**config.mk**
```make
export PLATFORM = sky130hd
export DESIGN_NAME = multicycle_control
export DESIGN_NICKNAME = d
export VERILOG_FILES = /design/src/rtl/mips_pkg.sv /design/src/rtl/multicycle_control.sv
export SDC_FILE = /design/constraint.sdc
export NUM_CORES = 1
export LEC_CHECK = 0
export CAP_MARGIN = 30
export CORE_MARGIN = 3
export CORE_UTILIZATION = 38
export CTS_CLUSTER_DIAMETER = 150
export DETAILED_ROUTE_END_ITERATION = 16
export PLACE_DENSITY = 0.78
export SYNTH_ARGS = -nofsm -noshare
export SYNTH_HDL_FRONTEND = slang
export SYNTH_SLANG_ARGS = --single-unit
```
**constraint.sdc**
```tcl
create_clock -name clock -period 1.75 [get_ports clock]
set_clock_uncertainty 0.1 [all_clocks]
set_input_delay 0.35 -clock clock [delete_from_list [all_inputs] [get_ports clock]]
set_output_delay 0.35 -clock clock [all_outputs]
set_load 0.005 [all_outputs]
```
**src/rtl/mips_pkg.sv**
```systemverilog
// Shared MIPS decode constants: opcodes, datapath mux codes, sequencer states.
// Used by both the single-cycle decoder and the multi-cycle sequencer.
package mips_pkg;

    localparam int unsigned OPCODE_W = 6;
    localparam int unsigned STATE_W  = 4;

    typedef logic [OPCODE_W-1:0] opcode_t;

    localparam opcode_t OP_R    = 6'b000000;
    localparam opcode_t OP_ADDI = 6'b001000;
    localparam opcode_t OP_LW   = 6'b100011;
    localparam opcode_t OP_SW   = 6'b101011;
    localparam opcode_t OP_BEQ  = 6'b000100;
    localparam opcode_t OP_BNE  = 6'b000101;
    localparam opcode_t OP_J    = 6'b000010;

    localparam logic [1:0] ALUOP_ADD   = 2'b00;
    localparam logic [1:0] ALUOP_SUB   = 2'b01;
    localparam logic [1:0] ALUOP_FUNCT = 2'b10;

    localparam logic [1:0] SRCB_B      = 2'b00;
    localparam logic [1:0] SRCB_FOUR   = 2'b01;
    localparam logic [1:0] SRCB_IMM    = 2'b10;
    localparam logic [1:0] SRCB_IMM_SH = 2'b11;

    localparam logic [1:0] PCSRC_ALU    = 2'b00;
    localparam logic [1:0] PCSRC_ALUOUT = 2'b01;
    localparam logic [1:0] PCSRC_JUMP   = 2'b10;

    localparam logic [1:0] BR_NONE = 2'b00;
    localparam logic [1:0] BR_EQ   = 2'b01;
    localparam logic [1:0] BR_NE   = 2'b10;

    typedef enum logic [STATE_W-1:0] {
        S_IDLE    = 4'd0,
        S_FETCH   = 4'd1,
        S_DECODE  = 4'd2,
        S_EXEC_R  = 4'd3,
        S_WB_R    = 4'd4,
        S_EXEC_I  = 4'd5,
        S_WB_I    = 4'd6,
        S_MEM_ADR = 4'd7,
        S_MEM_RD  = 4'd8,
        S_WB_MEM  = 4'd9,
        S_MEM_WR  = 4'd10,
        S_BRANCH  = 4'd11,
        S_JUMP    = 4'd12
    } state_t;

    // Datapath control word driven by the sequencer each cycle.
    typedef struct packed {
        logic       pc_write;
        logic [1:0] branch_op;
        logic       i_or_d;
        logic       mem_read;
        logic       mem_write;
        logic       ir_write;
        logic       mem_to_reg;
        logic       reg_dst;
        logic       reg_write;
        logic       alu_src_a;
        logic [1:0] alu_src_b;
        logic [1:0] alu_op;
        logic [1:0] pc_source;
        logic       instr_done;
        logic       illegal_op;
    } ctrl_t;

    function automatic logic is_legal(input opcode_t op);
        case (op)
            OP_R, OP_ADDI, OP_LW, OP_SW, OP_BEQ, OP_BNE, OP_J: return 1'b1;
            default:                                          return 1'b0;
        endcase
    endfunction

endpackage

```
**src/rtl/multicycle_control.sv**
```systemverilog
// Multi-cycle MIPS sequencer: steps the shared datapath through fetch, decode,
// execute, memory and writeback, stalling memory states on mem_ready.
module multicycle_control
    import mips_pkg::*;
(
    input  logic                clock,
    input  logic                reset,
    input  logic [OPCODE_W-1:0] opcode,
    input  logic                mem_ready,
    output logic                PCWrite,
    output logic [1:0]          BranchOp,
    output logic                IorD,
    output logic                MemRead,
    output logic                MemWrite,
    output logic                IRWrite,
    output logic                MemtoReg,
    output logic                RegDst,
    output logic                RegWrite,
    output logic                ALUSrcA,
    output logic [1:0]          ALUSrcB,
    output logic [1:0]          ALUOp,
    output logic [1:0]          PCSource,
    output logic                instr_done,
    output logic                illegal_op,
    output logic [STATE_W-1:0]  state_dbg
);

    state_t state;
    state_t state_next;
    ctrl_t  ctrl;

    // State register.
    always_ff @(posedge clock) begin
        if (reset) state <= S_IDLE;
        else       state <= state_next;
    end

    // Next-state sequencing; memory states hold until mem_ready.
    always_comb begin
        state_next = S_IDLE;
        case (state)
            S_IDLE:    state_next = S_FETCH;
            S_FETCH:   state_next = mem_ready ? S_DECODE : S_FETCH;
            S_DECODE: begin
                case (opcode)
                    OP_R:         state_next = S_EXEC_R;
                    OP_ADDI:      state_next = S_EXEC_I;
                    OP_LW, OP_SW: state_next = S_MEM_ADR;
                    OP_BEQ, OP_BNE: state_next = S_BRANCH;
                    OP_J:         state_next = S_JUMP;
                    default:      state_next = S_FETCH;
                endcase
            end
            S_EXEC_R:  state_next = S_WB_R;
            S_WB_R:    state_next = S_FETCH;
            S_EXEC_I:  state_next = S_WB_I;
            S_WB_I:    state_next = S_FETCH;
            S_MEM_ADR: state_next = (opcode == OP_SW) ? S_MEM_WR : S_MEM_RD;
            S_MEM_RD:  state_next = mem_ready ? S_WB_MEM : S_MEM_RD;
            S_WB_MEM:  state_next = S_FETCH;
            S_MEM_WR:  state_next = mem_ready ? S_FETCH : S_MEM_WR;
            S_BRANCH:  state_next = S_FETCH;
            S_JUMP:    state_next = S_FETCH;
            default:   state_next = S_IDLE;
        endcase
    end

    // Control word decode from the current state.
    always_comb begin
        ctrl           = '0;
        ctrl.branch_op = BR_NONE;
        case (state)
            S_FETCH: begin
                ctrl.mem_read  = 1'b1;
                ctrl.alu_src_b = SRCB_FOUR;
                ctrl.alu_op    = ALUOP_ADD;
                ctrl.pc_source = PCSRC_ALU;
                ctrl.ir_write  = mem_ready;
                ctrl.pc_write  = mem_ready;
            end
            S_DECODE: begin
                ctrl.alu_src_b  = SRCB_IMM_SH;
                ctrl.alu_op     = ALUOP_ADD;
                ctrl.illegal_op = ~is_legal(opcode);
            end
            S_EXEC_R: begin
                ctrl.alu_src_a = 1'b1;
                ctrl.alu_src_b = SRCB_B;
                ctrl.alu_op    = ALUOP_FUNCT;
            end
            S_WB_R: begin
                ctrl.reg_dst    = 1'b1;
                ctrl.reg_write  = 1'b1;
                ctrl.instr_done = 1'b1;
            end
            S_EXEC_I, S_MEM_ADR: begin
                ctrl.alu_src_a = 1'b1;
                ctrl.alu_src_b = SRCB_IMM;
                ctrl.alu_op    = ALUOP_ADD;
            end
            S_WB_I: begin
                ctrl.reg_write  = 1'b1;
                ctrl.instr_done = 1'b1;
            end
            S_MEM_RD: begin
                ctrl.mem_read = 1'b1;
                ctrl.i_or_d   = 1'b1;
            end
            S_WB_MEM: begin
                ctrl.mem_to_reg = 1'b1;
                ctrl.reg_write  = 1'b1;
                ctrl.instr_done = 1'b1;
            end
            S_MEM_WR: begin
                ctrl.mem_write  = 1'b1;
                ctrl.i_or_d     = 1'b1;
                ctrl.instr_done = mem_ready;
            end
            S_BRANCH: begin
                ctrl.alu_src_a  = 1'b1;
                ctrl.alu_src_b  = SRCB_B;
                ctrl.alu_op     = ALUOP_SUB;
                ctrl.pc_source  = PCSRC_ALUOUT;
                ctrl.branch_op  = (opcode == OP_BNE) ? BR_NE : BR_EQ;
                ctrl.instr_done = 1'b1;
            end
            S_JUMP: begin
                ctrl.pc_write   = 1'b1;
                ctrl.pc_source  = PCSRC_JUMP;
                ctrl.instr_done = 1'b1;
            end
            default: ;
        endcase
    end

    assign PCWrite    = ctrl.pc_write;
    assign BranchOp   = ctrl.branch_op;
    assign IorD       = ctrl.i_or_d;
    assign MemRead    = ctrl.mem_read;
    assign MemWrite   = ctrl.mem_write;
    assign IRWrite    = ctrl.ir_write;
    assign MemtoReg   = ctrl.mem_to_reg;
    assign RegDst     = ctrl.reg_dst;
    assign RegWrite   = ctrl.reg_write;
    assign ALUSrcA    = ctrl.alu_src_a;
    assign ALUSrcB    = ctrl.alu_src_b;
    assign ALUOp      = ctrl.alu_op;
    assign PCSource   = ctrl.pc_source;
    assign instr_done = ctrl.instr_done;
    assign illegal_op = ctrl.illegal_op;
    assign state_dbg  = STATE_W'(state);

endmodule

```
==> results.txt, run 1 <==
The share of the yosys chip area belonging to registers came out at 13.5%. Sorting the synthesized cells by how often they occur yields 13 x sky130_fd_sc_hd__nor2_1, 7 x sky130_fd_sc_hd__nor3_1, 6 x sky130_fd_sc_hd__nand2_1. Of all cell types, the one taking the most synthesized area is sky130_fd_sc_hd__dfxtp_1.

The worst endpoint after global-route timing repair is ALUSrcB[1]. The number of buffers created by CTS is 3. Entering global routing, the biggest net connects 8 pins. The tree is rooted in a sky130_fd_sc_hd__clkbuf_4. The flow did not finish.

The maximum clock insertion buffer count came out at 2. The synthesized design contains 4 register bits. The area share of the largest cell type after synthesis is 13.5%.

The number of sinks handled by clock tree synthesis came out at 4. For this run, the leading register cell type out of synthesis is sky130_fd_sc_hd__dfxtp_1. The initial core utilization is 42.8%. The H-tree depth came out at 1. After synthesis, the share of flip-flops with an asynchronous set or reset is 0%.

The kind of the worst endpoint is an output port. The first error in the log reads "[ERROR DPL-0038] Utilization greater than 100%, impossible to legalize". The number of warnings reported in the yosys synthesis log is 0.

The routability congestion estimate from global placement is 0.824. It got as far as global routing (5_1_grt) and failed there. The post-synthesis net count is 93. The cell count after placement is 159. The number of hold buffers added after cts is 0. The count of flip-flops with a built-in enable after synthesis is 0. Among all cell types in the netlist, the one instantiated most often is sky130_fd_sc_hd__nor2_1. The die extent in x came out at 45.5 um. The placed wire-length estimate is 1.82 mm. The number of ports placed on the die boundary came out at 32. The count of input and output buffers is 31.

Row generation in the floorplan step produced 13 rows. The cell count after synthesis came out at 84. After synthesis, the cell types taking the most area are sky130_fd_sc_hd__dfxtp_1 14%, sky130_fd_sc_hd__nor2_1 8.2%, sky130_fd_sc_hd__nor3_1 5.9%, sky130_fd_sc_hd__buf_6 5.7%, sky130_fd_sc_hd__nand2b_1 5.3%. The average size of a mapped cell is 7.05 um2. After synthesis, the netlist uses 35 different library cells.

The die height came out at 45.5 um. The total standard cell area after synthesis is 592 um2.
-- repair_timing --
action / 4_1_cts
setup endpoints to repair: 23
hold endpoints to repair: 0
setup buffers: 10
gates resized for setup: 113
pin swaps: 8
-- logic make-up after synthesis --
family / after synthesis / share of synthesized area (%)
buffers and inverters: 9 / 12.7
muxes: 2 / 3.38
AOI/OAI and AO/OA: 21 / 26.4
DFF: 4 / 13.5
and+or+nand+nor: 45 / 39.5
xor gates and xnor gates: 3 / 4.44
-- per-stage QoR --
stage                     setup slack (ps)  instance area (um2)  hold slack (ps)
after CTS                             -120                 1300              528
after detailed placement              -739                 1120              571
after global placement                -675                 1120              565
after floorplan                        160                  592              319
==> inputs of run 2 (changes only) <==
CORE_AREA = 3 3 64 66   (was not set)
CORE_MARGIN = not set   (was 3)
CORE_UTILIZATION = not set   (was 38)
CTS_CLUSTER_DIAMETER = not set   (was 150)
DIE_AREA = 0 0 67 69   (was not set)
PLACE_DENSITY = not set   (was 0.78)
PLACE_DENSITY_LB_ADDON = 0.15   (was not set)
==> run 2 against run 1 <==
Compared with the run above:
- the flow now finishes, with violations (negative setup slack)
- synthesized area is the same
- synthesized cell count unchanged
==> results.txt, run 2 <==
The routability congestion estimate from global placement came out at 0.766 (-7.0%). The critical path in this run is classified as input port to primary output. The commonest cells after synthesis are 13 x sky130_fd_sc_hd__nor2_1, 7 x sky130_fd_sc_hd__nor3_1, 6 x sky130_fd_sc_hd__nand2_1. After synthesis, the cell types taking the most area are sky130_fd_sc_hd__dfxtp_1 14%, sky130_fd_sc_hd__nor2_1 8.2%, sky130_fd_sc_hd__nor3_1 5.9%, sky130_fd_sc_hd__buf_6 5.7%, sky130_fd_sc_hd__nand2b_1 5.3%.

The count of flip-flops with a built-in enable after synthesis came to 0 (unchanged). Setup repair after global routing could not meet its margin everywhere. The number of sinks handled by clock tree synthesis came to 4 (unchanged).

The slew at the pin closest to its max-slew limit is 247 ps. The area share of the largest cell type after synthesis is 13.5% (unchanged). In this run the worst setup path begins at opcode[0].

The register with the most flip-flops in the layout has 4 of them. The max-slew headroom at the worst pin is 83.4%. The number of search-and-repair iterations in the first detailed-routing pass came out at 2. The worst setup path is launched from an input port.

Dividing total power by cell area gives a power density of 361 mW/mm2. The die extent in x came to 67 um (+47%). In the post-route analysis, the smallest setup slack over all paths is -10.2 ps. The basic-gate share of the synthesized area counting and, or, nand and nor cells was 39.5% (unchanged).

The count of input and output buffers came out at 31 (unchanged). The number of buffers created by CTS came to 3 (unchanged). The final reports fail on negative setup slack.

The maximum clock insertion buffer count came out at 2 (unchanged). The total standard cell area after synthesis was 592 um2 (unchanged). The final critical path time including I/O delays and setup is 1760 ps.

The final clock period utilization by the worst path is 101%. The flow ran to the end, but the final reports show violations. The overall routed net length came out at 2.38 mm.

The overall via count from detail_route came out at 867. The number of ports placed on the die boundary is 32 (unchanged). In the final routed layout, each cell accounts on average for 11.7 um. The commonest non-fill, non-tap cell in the layout is sky130_fd_sc_hd__buf_4. The tool flagged a number of max-cap violations equal to 0. The worst path arrival time is 1310 ps.

The via count of the first global-routing pass came to 906. The adder and majority gate portion of the synthesized area is 0% (unchanged). The first global-routing pass estimated 4.00 mm of wire. The post-synthesis net count is 93 (unchanged). For the worst-skew pair, the clock arrives at the later sink with an insertion delay of 210 ps. The area of the core is 0.00363 mm2.

The total of endpoints with negative setup slack in the final report came out at 1. For this run, design rule violations remaining after detail routing come to 0. The antenna cell count is 0. The die height came out at 69 um (+52%).

The cell count after synthesis came out at 84 (unchanged). The initial core utilization came to 16.3% (-27 points). The kind of path behind the tightest hold check is input port to flop. The worst-path maximum fanout came out at 2. The setup slack of the most critical reg-to-reg path is 270 ps.

The pin count of the biggest net entering global routing came out at 10. Data on the critical path is required at its endpoint by 1300 ps. The H-tree depth is 1 (unchanged). The number of nets in the layout is 167. The share of the yosys chip area belonging to registers came to 13.5% (unchanged). TritonCTS built the clock tree.

The final sum of negative setup slack came out at -10.2 ps. The endpoint type of the worst setup path is a primary output. The number of core rows came out at 22 (+9).

The area growth from synthesis to final layout came out at 130%. The startpoint identified for the worst hold timing path is opcode[5]. The share of cells above drive strength 1 is 57.7%.

The average size of a mapped cell came out at 7.05 um2 (unchanged). The total die area is 0.00462 mm2. The total overflow left after global routing is 0. The initial antenna violation count came out at 0.

The overall fraction of global-route tracks in use is 10.7%. The mux cell area share after synthesis came to 3.38% (unchanged). The post-synthesis compound-gate area fraction was 26.4% (unchanged).

The leakage power of the design came out at 0.623 nW. The placed wire-length estimate was 1.96 mm (+7.4%). The total count of max-transition violations in the final report came to 0. The CTS clock-pin slew for the worst setup and hold paths is 30 ps.

The routed via count divided by cell count came out at 4.25. Measured on the finished design, the core utilization comes to 37.4%. The cell sitting at the root of the clock tree is a sky130_fd_sc_hd__clkbuf_8. The top cell types in the final layout, fill and taps aside, are 40 x sky130_fd_sc_hd__buf_4, 9 x sky130_fd_sc_hd__nor2_1, 8 x sky130_fd_sc_hd__dlygate4sd2_1. The distinct cell type count of the synthesized netlist was 35 (unchanged).

The proportion of register bits with asynchronous set or reset after synthesis was 0% (unchanged). The endpoint of the lowest-slack register-to-register path is state_dbg[0]. Following the worst setup path forward leads to its endpoint at illegal_op. After synthesis, the largest family of logic cells by area is simple AND/OR/NAND/NOR gates. The post-synthesis xor/xnor area fraction is 4.44% (unchanged). The number of DRC violations after detailed-routing iteration 0 came out at 18.

The number of synthesized register bits is 4 (unchanged). The number of endpoints with negative hold slack in the final report came to 0. The most used flip-flop cell after synthesis is sky130_fd_sc_hd__dfxtp_1. The number of warnings reported in the yosys synthesis log came out at 0 (unchanged).

The start of the worst register-to-register path is state_dbg[1]. The number of hold buffers added after cts is 0 (unchanged). VDD sags by at most 0.150 mV. Of all cell types, the one taking the most synthesized area is sky130_fd_sc_hd__dfxtp_1. The count of cells along the worst register-to-register path came out at 6.

Once detail routing completed, the nets flagged for antenna violations numbered 0. The top achievable clock speed came out at 568 MHz. sky130_fd_sc_hd__nor2_1 is the most common cell in the netlist.
-- run 2: cell counts after synthesis --
Identical to the previous run, type by type.
-- run 2: worst max-delay path, stage by stage --
cell and delay, ps:
sky130_fd_sc_hd__buf_6 90, sky130_fd_sc_hd__or4b_4 520, sky130_fd_sc_hd__a21boi_2 160, sky130_fd_sc_hd__a311oi_2 50, sky130_fd_sc_hd__buf_2 140
-- run 2: worst min-delay path by stage --
stage	to	slack (ps)	cells after the start
5_1_grt	state_dbg[2]	600	5
4_1_cts	state_dbg[2]	570	5
3_5_place_dp	state_dbg[3]	660	3
3_3_place_gp	state_dbg[3]	650	3
2_1_floorplan	state_dbg[0]	320	1
6_report	state_dbg[2]	560	5
-- run 2: per-layer routing --
layer | vias up | wire [um] | global-route usage (%)
li1 | 457 | - | -
met1 | 392 | 997 | 12.2
met2 | 18 | 1290 | 20.0
met3 | 0 | 91 | 1.63
met4 | 0 | 0 | 2.70
met5 | - | 0 | 0
-- run 2: cell type report --
type / instances / area, um2
multi-input combinational: 71 / 541
fill: 399 / 2270
sequential: 4 / 95.1
clock buffer: 3 / 41.3
timing repair buffer: 76 / 614
inverter: 2 / 7.51
tap: 48 / 60.1
-- run 2: what timing repair did --
| item | 4_1_cts | 5_1_grt |
|---|---|---|
| endpoints found under the hold margin | 0 | 0 |
| setup endpoints to repair | 25 | 16 |
| pin swaps | 8 | 3 |
| resized for setup | 75 | 33 |
| cloned | 0 | 0 |
| buffers inserted | 2 | 2 |
-- run 2: cells by family after synthesis --
group	count (synthesis)
AO/OA/AOI/OAI	21
XOR/XNOR	3
buffers and inverters	9
flip-flops	4
multiplexers	2
AND/OR/NAND/NOR	45
-- run 2: power by group --
group          switching (mW)  internal (mW)  total (mW)
clock network          0.0436          0.146       0.190
logic                  0.0803          0.118       0.198
registers              0.0111         0.0923       0.103
total                   0.135          0.356       0.491
-- run 2: through the flow --
step / hold slack, ps / power (mW) / area, um2 / worst slack [ps] / cells
3_5_place_dp: 657 / 0.289 / 1200 / -733 / 197
5_1_grt: 603 / 0.531 / 1360 / -27.3 / 204
2_1_floorplan: 319 / 0.173 / 592 / 160 / 84
3_3_place_gp: 648 / 0.289 / 1200 / -698 / 197
6_report: 564 / 0.491 / 1360 / -10.2 / 204
4_1_cts: 568 / 0.483 / 1290 / -157 / 202
Note: power is estimated with default switching activity, not from simulation.
==> inputs of run 3 (changes only) <==
CAP_MARGIN = 10   (was 30)
==> results of run 3 <==
Same layout as run 2: the final DEF is identical, and so are final timing and power.
